## config.mk

```make
export PLATFORM = sky130hd
export DESIGN_NAME = mem_stage_sram_ctrl
export DESIGN_NICKNAME = d
export VERILOG_FILES = /design/src/rtl/mem_stage_sram_ctrl.sv
export SDC_FILE = /design/constraint.sdc
export NUM_CORES = 1
export LEC_CHECK = 0
export ABC_AREA = 1
export BUFFER_PORTS_ARGS = -buffer_cell sky130_fd_sc_hd__buf_2
export CAP_MARGIN = 20
export CELL_PAD_IN_SITES_DETAIL_PLACEMENT = 2
export CELL_PAD_IN_SITES_GLOBAL_PLACEMENT = 2
export CORE_ASPECT_RATIO = 1.1
export CORE_MARGIN = 1.5
export CORE_UTILIZATION = 23
export DETAILED_ROUTE_END_ITERATION = 10
export PLACE_DENSITY = 0.74
export SLEW_MARGIN = 25
export SYNTH_ARGS = -nofsm -noshare
export SYNTH_HDL_FRONTEND = slang
export SYNTH_SLANG_ARGS = --single-unit
```

## constraint.sdc

```tcl
create_clock -name clk -period 1.6 [get_ports clk]
set_clock_uncertainty 0.1 [all_clocks]
set_input_delay 0.32 -clock clk [delete_from_list [all_inputs] [get_ports clk]]
set_output_delay 0.32 -clock clk [all_outputs]
set_load 0.005 [all_outputs]
```

## src/rtl/mem_stage_sram_ctrl.sv

```systemverilog
// Memory stage: splits 32-bit loads/stores into two 16-bit async SRAM
// phases and freezes the pipeline until both halves complete.
module mem_stage_sram_ctrl #(
  parameter int unsigned ADDR_BASE   = 1024,
  parameter int unsigned WAIT_CYCLES = 3
) (
  input  logic        clk,
  input  logic        rst,
  input  logic        mem_read,
  input  logic        mem_write,
  input  logic [31:0] address,
  input  logic [31:0] write_data,
  output logic [31:0] read_data,
  output logic        ready,
  output logic        freeze,
  output logic [17:0] sram_addr,
  output logic [15:0] sram_dq_out,
  output logic        sram_dq_oe,
  input  logic [15:0] sram_dq_in,
  output logic        sram_we_n
);

  typedef enum logic [1:0] {
    IDLE,
    LO,
    HI,
    DONE
  } state_e;

  localparam logic [3:0]  LAST = 4'(WAIT_CYCLES - 1);
  localparam logic [18:0] BASE = 19'(ADDR_BASE);

  state_e      state_q, state_d;
  logic [3:0]  cnt_q, cnt_d;
  logic        rd_q, rd_d;
  logic [16:0] idx_q, idx_d;
  logic [31:0] wdata_q, wdata_d;
  logic [31:0] rdata_q, rdata_d;

  logic [18:0] offs;
  logic        last;
  logic        hi_ph;
  logic        unused_ok;

  // Low offset bits of a subtraction depend only on low operand bits.
  assign offs      = address[18:0] - BASE;
  assign last      = (cnt_q == LAST);
  assign hi_ph     = (state_q == HI);
  assign unused_ok = ^{address[31:19], offs[1:0]};

  always_comb begin
    state_d     = state_q;
    cnt_d       = cnt_q;
    rd_d        = rd_q;
    idx_d       = idx_q;
    wdata_d     = wdata_q;
    rdata_d     = rdata_q;
    ready       = 1'b0;
    sram_addr   = '0;
    sram_dq_out = '0;
    sram_dq_oe  = 1'b0;
    sram_we_n   = 1'b1;
    unique case (state_q)
      IDLE: begin
        ready = ~(mem_read | mem_write);
        if (mem_read | mem_write) begin
          rd_d    = mem_read;
          idx_d   = offs[18:2];
          wdata_d = write_data;
          cnt_d   = '0;
          state_d = LO;
        end
      end
      LO, HI: begin
        sram_addr = {idx_q, hi_ph};
        if (rd_q) begin
          if (last) begin
            if (hi_ph) rdata_d[31:16] = sram_dq_in;
            else       rdata_d[15:0]  = sram_dq_in;
          end
        end else begin
          sram_dq_oe  = 1'b1;
          sram_dq_out = hi_ph ? wdata_q[31:16] : wdata_q[15:0];
          // Last cycle of a phase releases we_n for address/data hold.
          sram_we_n   = (WAIT_CYCLES > 1) ? last : 1'b0;
        end
        if (last) begin
          cnt_d   = '0;
          state_d = hi_ph ? DONE : HI;
        end else begin
          cnt_d = cnt_q + 4'd1;
        end
      end
      DONE: begin
        ready   = 1'b1;
        state_d = IDLE;
      end
    endcase
  end

  always_ff @(posedge clk) begin
    if (rst) begin
      state_q <= IDLE;
      cnt_q   <= '0;
      rd_q    <= 1'b0;
      idx_q   <= '0;
      wdata_q <= '0;
      rdata_q <= '0;
    end else begin
      state_q <= state_d;
      cnt_q   <= cnt_d;
      rd_q    <= rd_d;
      idx_q   <= idx_d;
      wdata_q <= wdata_d;
      rdata_q <= rdata_d;
    end
  end

  assign read_data = rdata_q;
  assign freeze    = ~ready;

endmodule

```

==> results of run 1 <==
[metal layers]
layer  vias to the layer above  track usage (%)  routed length, um
li1                       2159                -                  -
met1                      2152             17.9               6710
met2                       108             31.3               9120
met3                        15             5.32                900
met4                         0             4.67                174
met5                         -                0                  0
[cell usage after synthesis]
cell type  instances
xnor2_1            1
nand2_1           90
o21ai_0           68
buf_2              5
nor2_8             1
nor3_4             1
dfxtp_1           88
ha_1               6
clkbuf_2           1
o21ai_1            2
xor2_1             1
buf_6              7
nand3_1           27
buf_4              4
o21ai_4            1
nand3_4            1
nand4_1            3
nor2_1           164
o211ai_1           1
buf_1              1
nand2_4            2
clkbuf_1          15
clkinv_8           1
a21oi_1           28
inv_2              4
nor2_4             1
inv_1             56
[cell type report]
class,instances,area (um2)
diodes,2,5.00
clock buffers,12,246
clock inverters,4,20.0
fillers,1980,10700
inverters,61,249
multi-input cells,399,2280
flip-flops and latches,88,1770
well taps,234,293
repair buffers,196,1510
[sequential cells by signal, indices dropped and copies added (netlist names)]
name	flops
cnt_q	4
idx_q	17
rd_q	1
read_data	32
state_q	2
wdata_q	32
[logic make-up after synthesis]
kind of cell	count (synthesis)	synth area share [%]
compound gates	100	12.8
xor+xnor	2	0.438
fa+ha+maj	6	1.87
buf+inv	94	11.0
flops	88	44.0
simple gates	290	29.8
[how the worst max path moves through the flow]
stage                     cells after the start              end
after floorplan                               8  sram_dq_out[10]
after global placement                        8  sram_dq_out[14]
after detailed placement                     10     read_data[1]
after CTS                                     8  sram_dq_out[14]
after global routing                          8  sram_dq_out[14]
final                                         8  sram_dq_out[14]
[where the power goes]
| part | switching [mW] | internal [mW] | leakage, nW |
|---|---|---|---|
| Sequential | 0.453 | 2.71 | 0.724 |
| Combinational | 3.34 | 3.07 | 2.23 |
| Clock | 0.871 | 1.09 | 0.136 |
[per-stage QoR]
step / utilization [%] / cell area [um2] / total power [mW] / setup WS (ns)
6_report: 37.4 / 6360 / 11.5 / -0.604
3_3_place_gp: 29.8 / 5060 / 6.88 / -0.113
2_1_floorplan: - / 4030 / 5.40 / -0.0571
3_5_place_dp: 29.8 / 5060 / 7.08 / -0.150
5_1_grt: 37.4 / 6360 / 12.3 / -0.666
4_1_cts: 32.8 / 5570 / 9.54 / -0.521
[timing repair]
item | 4_1_cts | 5_1_grt
gates cloned | 3 | 10
buffers inserted | 10 | 15
gates resized for setup | 36 | 150
pin swaps | 4 | 37
setup endpoints to repair | 86 | 104
==> metrics.yaml, run 1 <==
run_status:
  status: "finished, violations left"
  violations: "negative setup slack"
grt:
  grt.total_usage_pct: 16.7
  grt_pass1_vias: 4743
  grt_pass1_wl_um: 23800
  grt_start_max_net_pins: 47
  grt_overflow: 0
  antenna_found_initial: 2
placed_design:
  dpl.hpwl_um: 10600
  portBuffers: 138
  gp_congestion: 0.766
  dp_cells: 945
sta:
  hold_violations: 0
  post-route-period-util_pct: 138
  maxSlewHeadroom_pct: 77.4
  fmax_mhz: 454
  rsz0062_at_grt: "true"
  whs_ns: 0.0892
  fin_setup_tns_ns: -23.15
  worstMarginPinSlew_ns: 0.339
  layout_min_cycle_time_ns: 2.20
  maxSlewViolCount: 0
  setup_viol: 63
  fin_ws_ns: -0.604
synthesis:
  ys_types: 27
  synth.largest_area_cell: "dfxtp_1"
  synth-seq-area-share_pct: 44.0
  synth_top_area_share_pct: 44.0
  synth-seq-cells: 88
  postSynthAreaPerCell_um2: 6.90
  postSynthNetCount: 670
  synth.cell_area_mm2: 0.00400
  synth_area_leaders: "dfxtp_1, nor2_1, o21ai_0"
  syn_inst: 580
  yosys_warnings: 0
cells_and_area:
  layoutNonFillerInstCount: 996
  drive_above_1_share_pct: 43.4
  final_cell_mix: "buf_2, nor2_1, dfxtp_1"
  layout.nets: 845
  area_growth_pct: 58.9
  final_common_cell: "buf_2"
critical_path:
  cp_top_family: "buffers and inverters"
  cp_cell_sequence: "inv_2 > ha_4 > inv_4 > nor2_4 > clkbuf_16 > o21ai_1 > nor2_1 > buf_2"
  crit_path_max_incr_delay_ns: 0.34
  crit_type: "flip-flop to output port"
  end_kind: "output port"
  crit_fanout: 7
  path_buf_inv: 4
  worstPathArrival_ns: 1.78
  r2r_start: "state_q[0]"
  rrSetupSlack_ns: -0.40
  required_ns: 1.18
  critPathSlowestCell: "dfxtp_2"
  cp-startpoint: "state_q[0]"
  worstSetupStartpointType: "flip-flop"
  rr_endpoint: "read_data[14]"
  ff2ff_path_depth: 13
run:
  maxCapViolations: 0
drt:
  drtIter0Drc: 146
  drc: 0
  vias: 4434
  drt_pre_antenna_iters: 4
  ant_nets: 0
  avgViaCountPerCell: 4.45
  wl_per_cell_um: 17.0
  routed_wl_um: 16900
cts:
  clock_path_buffers: 2
  postCtsHoldBufs: 0
  cts.sinks: 88
  clk_latency_ns: 0.34
  numCtsBuffers: 9
  path_clk_slew_ns: 0.06
  cts_root_buf: "clkbuf_16"
  cts_tree: "done"
  htree_levels: 3
floorplanning:
  fp.dieW_um: 129
  io_pins: 154
  design.die.area_mm2: 0.0182
  core-area_mm2: 0.0170
  die_h_um: 141
  initial_core_util_pct: 23.5
  fp-row-count: 50
hold_path:
  min_path_cells: 2
  min_to: "idx_q[8]"
  worstHoldStart: "address[10]"
  hold_path_class: "input pin to flip-flop"
power:
  leakagePower_nw: 3.09
  ir_drop_mv: 0.685
  power.density_mw_per_mm2: 1810
Power figures use the tool's default switching activity.
==> run 2: changes to the inputs <==
CORE_UTILIZATION = 27   (was 23)
PLACE_DENSITY = 0.82   (was 0.74)
clock period = 2.8 ns   (was 1.6 ns; I/O delays follow)
==> run 2 against run 1 <==
The flow now finishes without violations; final cell count shrank 9.2%; core utilization shrank 1.7 points; sequential share of layout area grew 6.4 points; first-iteration DRC count shrank 23%; combinational power shrank 69%; global-route usage grew 0.96 points; wire length shrank 20%.
==> metrics.yaml, run 2 (synthesized netlist as in run 1, its figures left out) <==
power:
  seqPwrFrac_pct: 34.3  # +6.9 points
  power_mw: 4.98  # -57%
  switching_power_mw: 1.95  # -58%
  leakagePower_nw: 2.66  # -14%
  pwr-share-clk_pct: 26.0  # +9.0 points
  power.density_mw_per_mm2: 966  # -47%
  ir_drop_mv: 0.333  # -51%
  switching_share_pct: 39.3  # -1.2 points
  p_int_mw: 3.02  # -56%
  p_comb_share_pct: 39.7  # -16 points
floorplanning:
  io_pins: 154  # unchanged
  design.die.area_mm2: 0.0156  # -14%
  initial_core_util_pct: 27.7  # +4.2 points
  fp.dieW_um: 119  # -7.5%
  fp-row-count: 46  # -8.0%
  die_h_um: 131  # -7.5%
  core-area_mm2: 0.0144  # -15%
sta:
  rsz0062_at_grt: "false"
  fmax_mhz: 397
  maxSlewHeadroom_pct: 68.4  # -9.0 points
  setup_viol: 0  # -100%
  worstMarginPinSlew_ns: 0.474  # +0.135 ns
  layout_min_cycle_time_ns: 2.52
  maxSlewViolCount: 0  # unchanged
  hold_violations: 0  # unchanged
  fin_setup_tns_ns: 0  # +23.15 ns
  fin_ws_ns: 0.283  # +0.887 ns
  whs_ns: 0.346  # +0.257 ns
  post-route-period-util_pct: 89.9
cts:
  clk_latency_ns: 0.34  # about the same
  cts.sinks: 88  # unchanged
  cts_tree: "done"
  clock_path_buffers: 2  # unchanged
  htree_levels: 3  # unchanged
  postCtsHoldBufs: 0  # unchanged
  cts_root_buf: "clkbuf_16"
  ctsResizeCount: 0  # -100%
  numCtsBuffers: 9  # unchanged
  path_clk_slew_ns: 0.06  # about the same
drt:
  drc: 0  # unchanged
  drt_pre_antenna_iters: 5  # +1
  wl_per_cell_um: 14.9  # -12%
  vias: 4145  # -6.5%
  ant_nets: 0  # unchanged
  routed_wl_um: 13500  # -20%
  drtIter0Drc: 112  # -23%
  avgViaCountPerCell: 4.59  # +3.0%
cells_and_area:
  fin_area_mm2: 0.00515  # -19%
  layoutNonFillerInstCount: 904  # -9.2%
  fill_cells: 1787  # -9.7%
  final_common_cell: "nor2_1"
  area_growth_pct: 28.7
  drive_above_1_share_pct: 24.9  # -19 points
  fin_util_pct: 35.7  # -1.7 points
  layout.nets: 797  # -5.7%
  final_cell_mix: "nor2_1, buf_2, nand2_1"
critical_path:
  cpMostUsedCell: "inv_1"
  crit_type: "flip-flop to output port"
  crit_path_max_incr_delay_ns: 0.36  # +0.02 ns
  cp_top_family: "buffers and inverters"
  required_ns: 2.14  # +0.96 ns
  worstSetupStartpointType: "flip-flop"
  cp_cell_sequence: "inv_1 > ha_1 > inv_1 > nor2_4 > buf_12 > o21ai_0 > nor2_1 > buf_2"
  crit_fanout: 17  # +10
  end_kind: "output port"
  critPathSlowestCell: "dfxtp_1"
  path_buf_inv: 4  # unchanged
  worstPathArrival_ns: 1.86  # +0.08 ns
placed_design:
  preCtsSetupSlack_ns: 0.521  # +0.671 ns
  gp_congestion: 0.794  # +3.7%
  dp_cells: 887  # -6.1%
  placed_cell_area_mm2: 0.00481  # -5.0%
  dpl.hpwl_um: 10100  # -4.5%
  portBuffers: 138  # unchanged
grt:
  grt_pass1_vias: 4409  # -7.0%
  grt_overflow: 0  # unchanged
  grt.total_usage_pct: 17.7  # +0.96 points
  grt_pass1_wl_um: 21700  # -8.8%
  antenna_found_initial: 2  # unchanged
  grt_start_max_net_pins: 46  # -2.1%
hold_path:
  hold_path_class: "input pin to flip-flop"
run:
  maxCapViolations: 0  # unchanged
run_status:
  status: "finished, final reports clean"
run 2: changes by cell type in the layout (fill, tap and decap cells not counted), sizes merged:
| cell | before | now |
|---|---|---|
| inv | 59 | 60 |
| buf | 189 | 149 |
| nand2 | 93 | 92 |
| clkinvlp | 0 | 1 |
| bufinv | 0 | 2 |
| clkbuf | 19 | 10 |
| diode | 2 | 1 |
| clkinv | 6 | 3 |
run 2: layout make-up:
type	instances	area (um2)	share of cell area [%]
multi-input combinational	398	1800	35.0
sequential	88	1760	34.2
timing repair buffer	149	786	15.2
inverter	61	241	4.69
tap	192	240	4.66
clock buffer	10	239	4.64
clock inverter	5	81.3	1.58
antenna	1	2.50	0.0486
run 2: per-layer routing:
layer  up-vias  share of wire, %  track usage, %
met5         -             0.089               0
met4         2              0.88            5.74
met3        13               5.7            4.30
met2       101                51            33.2
met1      1975                42            19.8
li1       2054                 -               -
run 2: final timing paths:
path                 startpoint              end  slack, ns  depth (start not counted)
setup reg to reg     state_q[1]    read_data[13]       0.70                          9
hold / removal      address[10]         idx_q[8]       0.35                          2
setup / recovery     state_q[1]  sram_dq_out[11]       0.28                          8
hold reg to reg   read_data[30]    read_data[30]       0.37                          2
run 2: worst register-to-register path, stage by stage, from the launching register on:
cell	delay, ns
dfxtp_1	0.36
inv_1	0.07
ha_1	0.29
buf_4	0.31
nand2_4	0.11
nor3_4	0.16
buf_4	0.34
nand2_1	0.12
nand2_1	0.10
nor2_1	0.05
run 2: power by group through the flow:
stage	Clock (mW)	Combinational (mW)	Sequential, mW
after floorplan	0	1.32	1.68
after global placement	0	1.86	1.72
after detailed placement	0	1.95	1.74
after CTS	1.34	1.97	1.72
after global routing	1.39	2.25	1.75
final	1.30	1.97	1.71
run 2: what timing repair did:
action / in CTS / in global routing
endpoints found under the setup margin: 0 / 3
setup buffers: 0 / 1
hold endpoints to repair: 0 / 0
==> run 3: changes to the inputs <==
CAP_MARGIN = unset   (was 20)
CORE_UTILIZATION = 25   (was 27)
PLACE_DENSITY = 0.77   (was 0.82)
clock period = 2.4 ns   (was 2.8 ns; I/O delays follow)
==> run 3 against run 2 <==
Register-to-register slack worse by 0.33 ns; sequential power is 18% higher; count of clock-buffer cells in the layout is 3 higher; worst hold slack worse by 0.089 ns; first-iteration DRC count is 25% lower; die area is 7.8% higher; clock power is 3% higher; largest cell class unchanged; largest power group unchanged.
==> metrics.yaml, run 3 (synthesized netlist as in run 1, its figures left out) <==
drt:
  ant_nets: 0  # unchanged
  drt_pre_antenna_iters: 4  # -1
  vias: 4209  # +1.5%
  wl_per_cell_um: 15.3  # +2.3%
  routed_wl_um: 14000  # +3.9%
  drtIter0Drc: 84  # -25%
  drc: 0  # unchanged
  avgViaCountPerCell: 4.58  # about the same
power:
  p_int_mw: 3.60  # +19%
  seqPwrFrac_pct: 33.7  # -0.6 points
  p_comb_share_pct: 43.9  # +4.2 points
  power.density_mw_per_mm2: 1140  # +18%
  pwr-share-clk_pct: 22.4  # -3.6 points
  leakagePower_nw: 2.69  # +1.2%
  switching_power_mw: 2.39  # +22%
  switching_share_pct: 39.9  # +0.63 points
  ir_drop_mv: 0.442  # +33%
placed_design:
  gp_congestion: 0.756  # -4.8%
  preCtsSetupSlack_ns: 0.197  # -0.324 ns
  dp_cells: 895  # +0.90%
  dpl.hpwl_um: 10400  # +3.0%
  portBuffers: 138  # unchanged
critical_path:
  required_ns: 1.82  # -0.32 ns
  end_kind: "output port"
  crit_fanout: 4  # -13
  crit_path_max_incr_delay_ns: 0.35  # about the same
  cp_top_family: "buffers and inverters"
  path_buf_inv: 4  # unchanged
  worstPathArrival_ns: 1.76  # -0.10 ns
  critPathSlowestCell: "dfxtp_2"
  crit_type: "flip-flop to output port"
  r2r_start: "state_q[0]"
  rr_endpoint: "read_data[10]"
  rrSetupSlack_ns: 0.37  # -0.33 ns
  cp_cell_sequence: "inv_2 > ha_4 > inv_4 > nor2_4 > clkbuf_16 > o21ai_2 > nor2_1 > buf_2"
  worstSetupStartpointType: "flip-flop"
  ff2ff_path_depth: 9  # unchanged
sta:
  fmax_mhz: 428
  maxSlewViolCount: 0  # unchanged
  maxSlewHeadroom_pct: 65.5  # -2.8 points
  layout_min_cycle_time_ns: 2.34
  post-route-period-util_pct: 97.5
  setup_viol: 0  # unchanged
  worstMarginPinSlew_ns: 0.516  # +0.0426 ns
  whs_ns: 0.257  # -0.0890 ns
  rsz0062_at_grt: "true"
  hold_violations: 0  # unchanged
  fin_ws_ns: 0.0609  # -0.222 ns
floorplanning:
  die_h_um: 136  # +3.8%
  fp-row-count: 48  # +4.3%
  io_pins: 154  # unchanged
  initial_core_util_pct: 25.5  # -2.2 points
  design.die.area_mm2: 0.0168  # +7.8%
  fp.dieW_um: 124  # +3.8%
  core-area_mm2: 0.0157  # +8.5%
hold_path:
  worstHoldStart: "address[10]"
  min_to: "idx_q[8]"
  hold_path_class: "input pin to flip-flop"
  min_path_cells: 2  # unchanged
run_status:
  status: "finished, final reports clean"
cells_and_area:
  drive_above_1_share_pct: 27.1  # +2.2 points
  final_common_cell: "nor2_1"
  layout.nets: 802  # +0.63%
  area_growth_pct: 31.4
  final_cell_mix: "nor2_1, buf_2, nand2_1"
  layoutNonFillerInstCount: 918  # +1.5%
grt:
  grt_start_max_net_pins: 43  # -6.5%
  met3_usage_pct: 4.42  # +0.12 points
  grt_pass1_vias: 4505  # +2.2%
  grt_overflow: 0  # unchanged
  grt_pass1_wl_um: 21800  # +0.60%
  grt.total_usage_pct: 16.8  # -0.87 points
  grt.busiest_layer: "met2"
  met1_usage_pct: 18.3  # -1.5 points
  antenna_found_initial: 2  # unchanged
  met2_usage_pct: 31.2  # -1.9 points
cts:
  numCtsBuffers: 9  # unchanged
  htree_levels: 3  # unchanged
  cts_tree: "done"
  clock_path_buffers: 2  # unchanged
  clk_latency_ns: 0.34  # about the same
  cts.sinks: 88  # unchanged
  path_clk_slew_ns: 0.06  # about the same
  cts_root_buf: "clkbuf_16"
run:
  maxCapViolations: 0  # unchanged
run 3: cell count changes in the layout (fill, tap and decap cells not counted), sizes merged:
cell | previous run | this run
clkinvlp | 1 | 0
bufinv | 2 | 0
diode | 1 | 2
buf | 149 | 152
clkbuf | 10 | 15
run 3: what timing repair did:
| action | in CTS | in global routing |
|---|---|---|
| buffers inserted | 1 | 3 |
| resized for setup | 4 | 27 |
| cloned | 0 | 2 |
| hold buffers | 0 | 0 |
| setup endpoints to repair | 18 | 25 |
| pin swaps | 1 | 15 |
run 3: how the worst max path moves through the flow:
stage,start,endpoint,slack (ns),depth (start not counted)
6_report,state_q[0],sram_dq_out[4],0.06,8
5_1_grt,state_q[0],sram_dq_out[13],-0.03,8
4_1_cts,state_q[0],sram_dq_out[1],0.02,6
3_5_place_dp,state_q[0],sram_dq_out[4],0.20,7
3_3_place_gp,state_q[0],sram_dq_out[13],0.29,7
2_1_floorplan,state_q[0],sram_dq_out[10],0.45,8
run 3: worst register-to-register path: stages, from the launching register on:
cell and delay [ns]:
dfxtp_2 0.35, inv_2 0.06, ha_4 0.28, buf_4 0.32
nand2_4 0.10, nor3_4 0.16, buf_4 0.33, nand2_1 0.12
nand2_1 0.08, nor2_1 0.04
run 3: area by class of cell:
class,instances,area (um2)
diodes,2,5.00
fillers,1903,10400
repair buffers,154,875
clock buffers,13,270
flip-flops and latches,88,1760
multi-input cells,398,1840
well taps,200,250
clock inverters,2,13.8
inverters,61,244
run 3: per-layer routing:
metal / part of all wire [%] / vias to the layer above
met3: 5.9 / 12
met5: 0 / -
met2: 51 / 109
met4: 1.3 / 0
li1: - / 2075
met1: 42 / 2013
run 3: metrics by stage:
step | setup TNS (ns) | power [mW] | cell area (um2) | util, %
2_1_floorplan | 0 | 3.51 | 4000 | -
3_3_place_gp | 0 | 4.22 | 4830 | 30.8
3_5_place_dp | 0 | 4.33 | 4830 | 30.8
4_1_cts | 0 | 5.80 | 5140 | 32.8
5_1_grt | -0.157 | 6.51 | 5260 | 33.5
6_report | 0 | 6.00 | 5260 | 33.6
run 3: power groups by stage:
stage	Sequential (mW)	Combinational, mW	Clock (mW)
2_1_floorplan	1.96	1.54	0
3_3_place_gp	2.01	2.21	0
3_5_place_dp	2.04	2.30	0
4_1_cts	2.01	2.38	1.41
5_1_grt	2.07	2.99	1.46
6_report	2.02	2.63	1.34
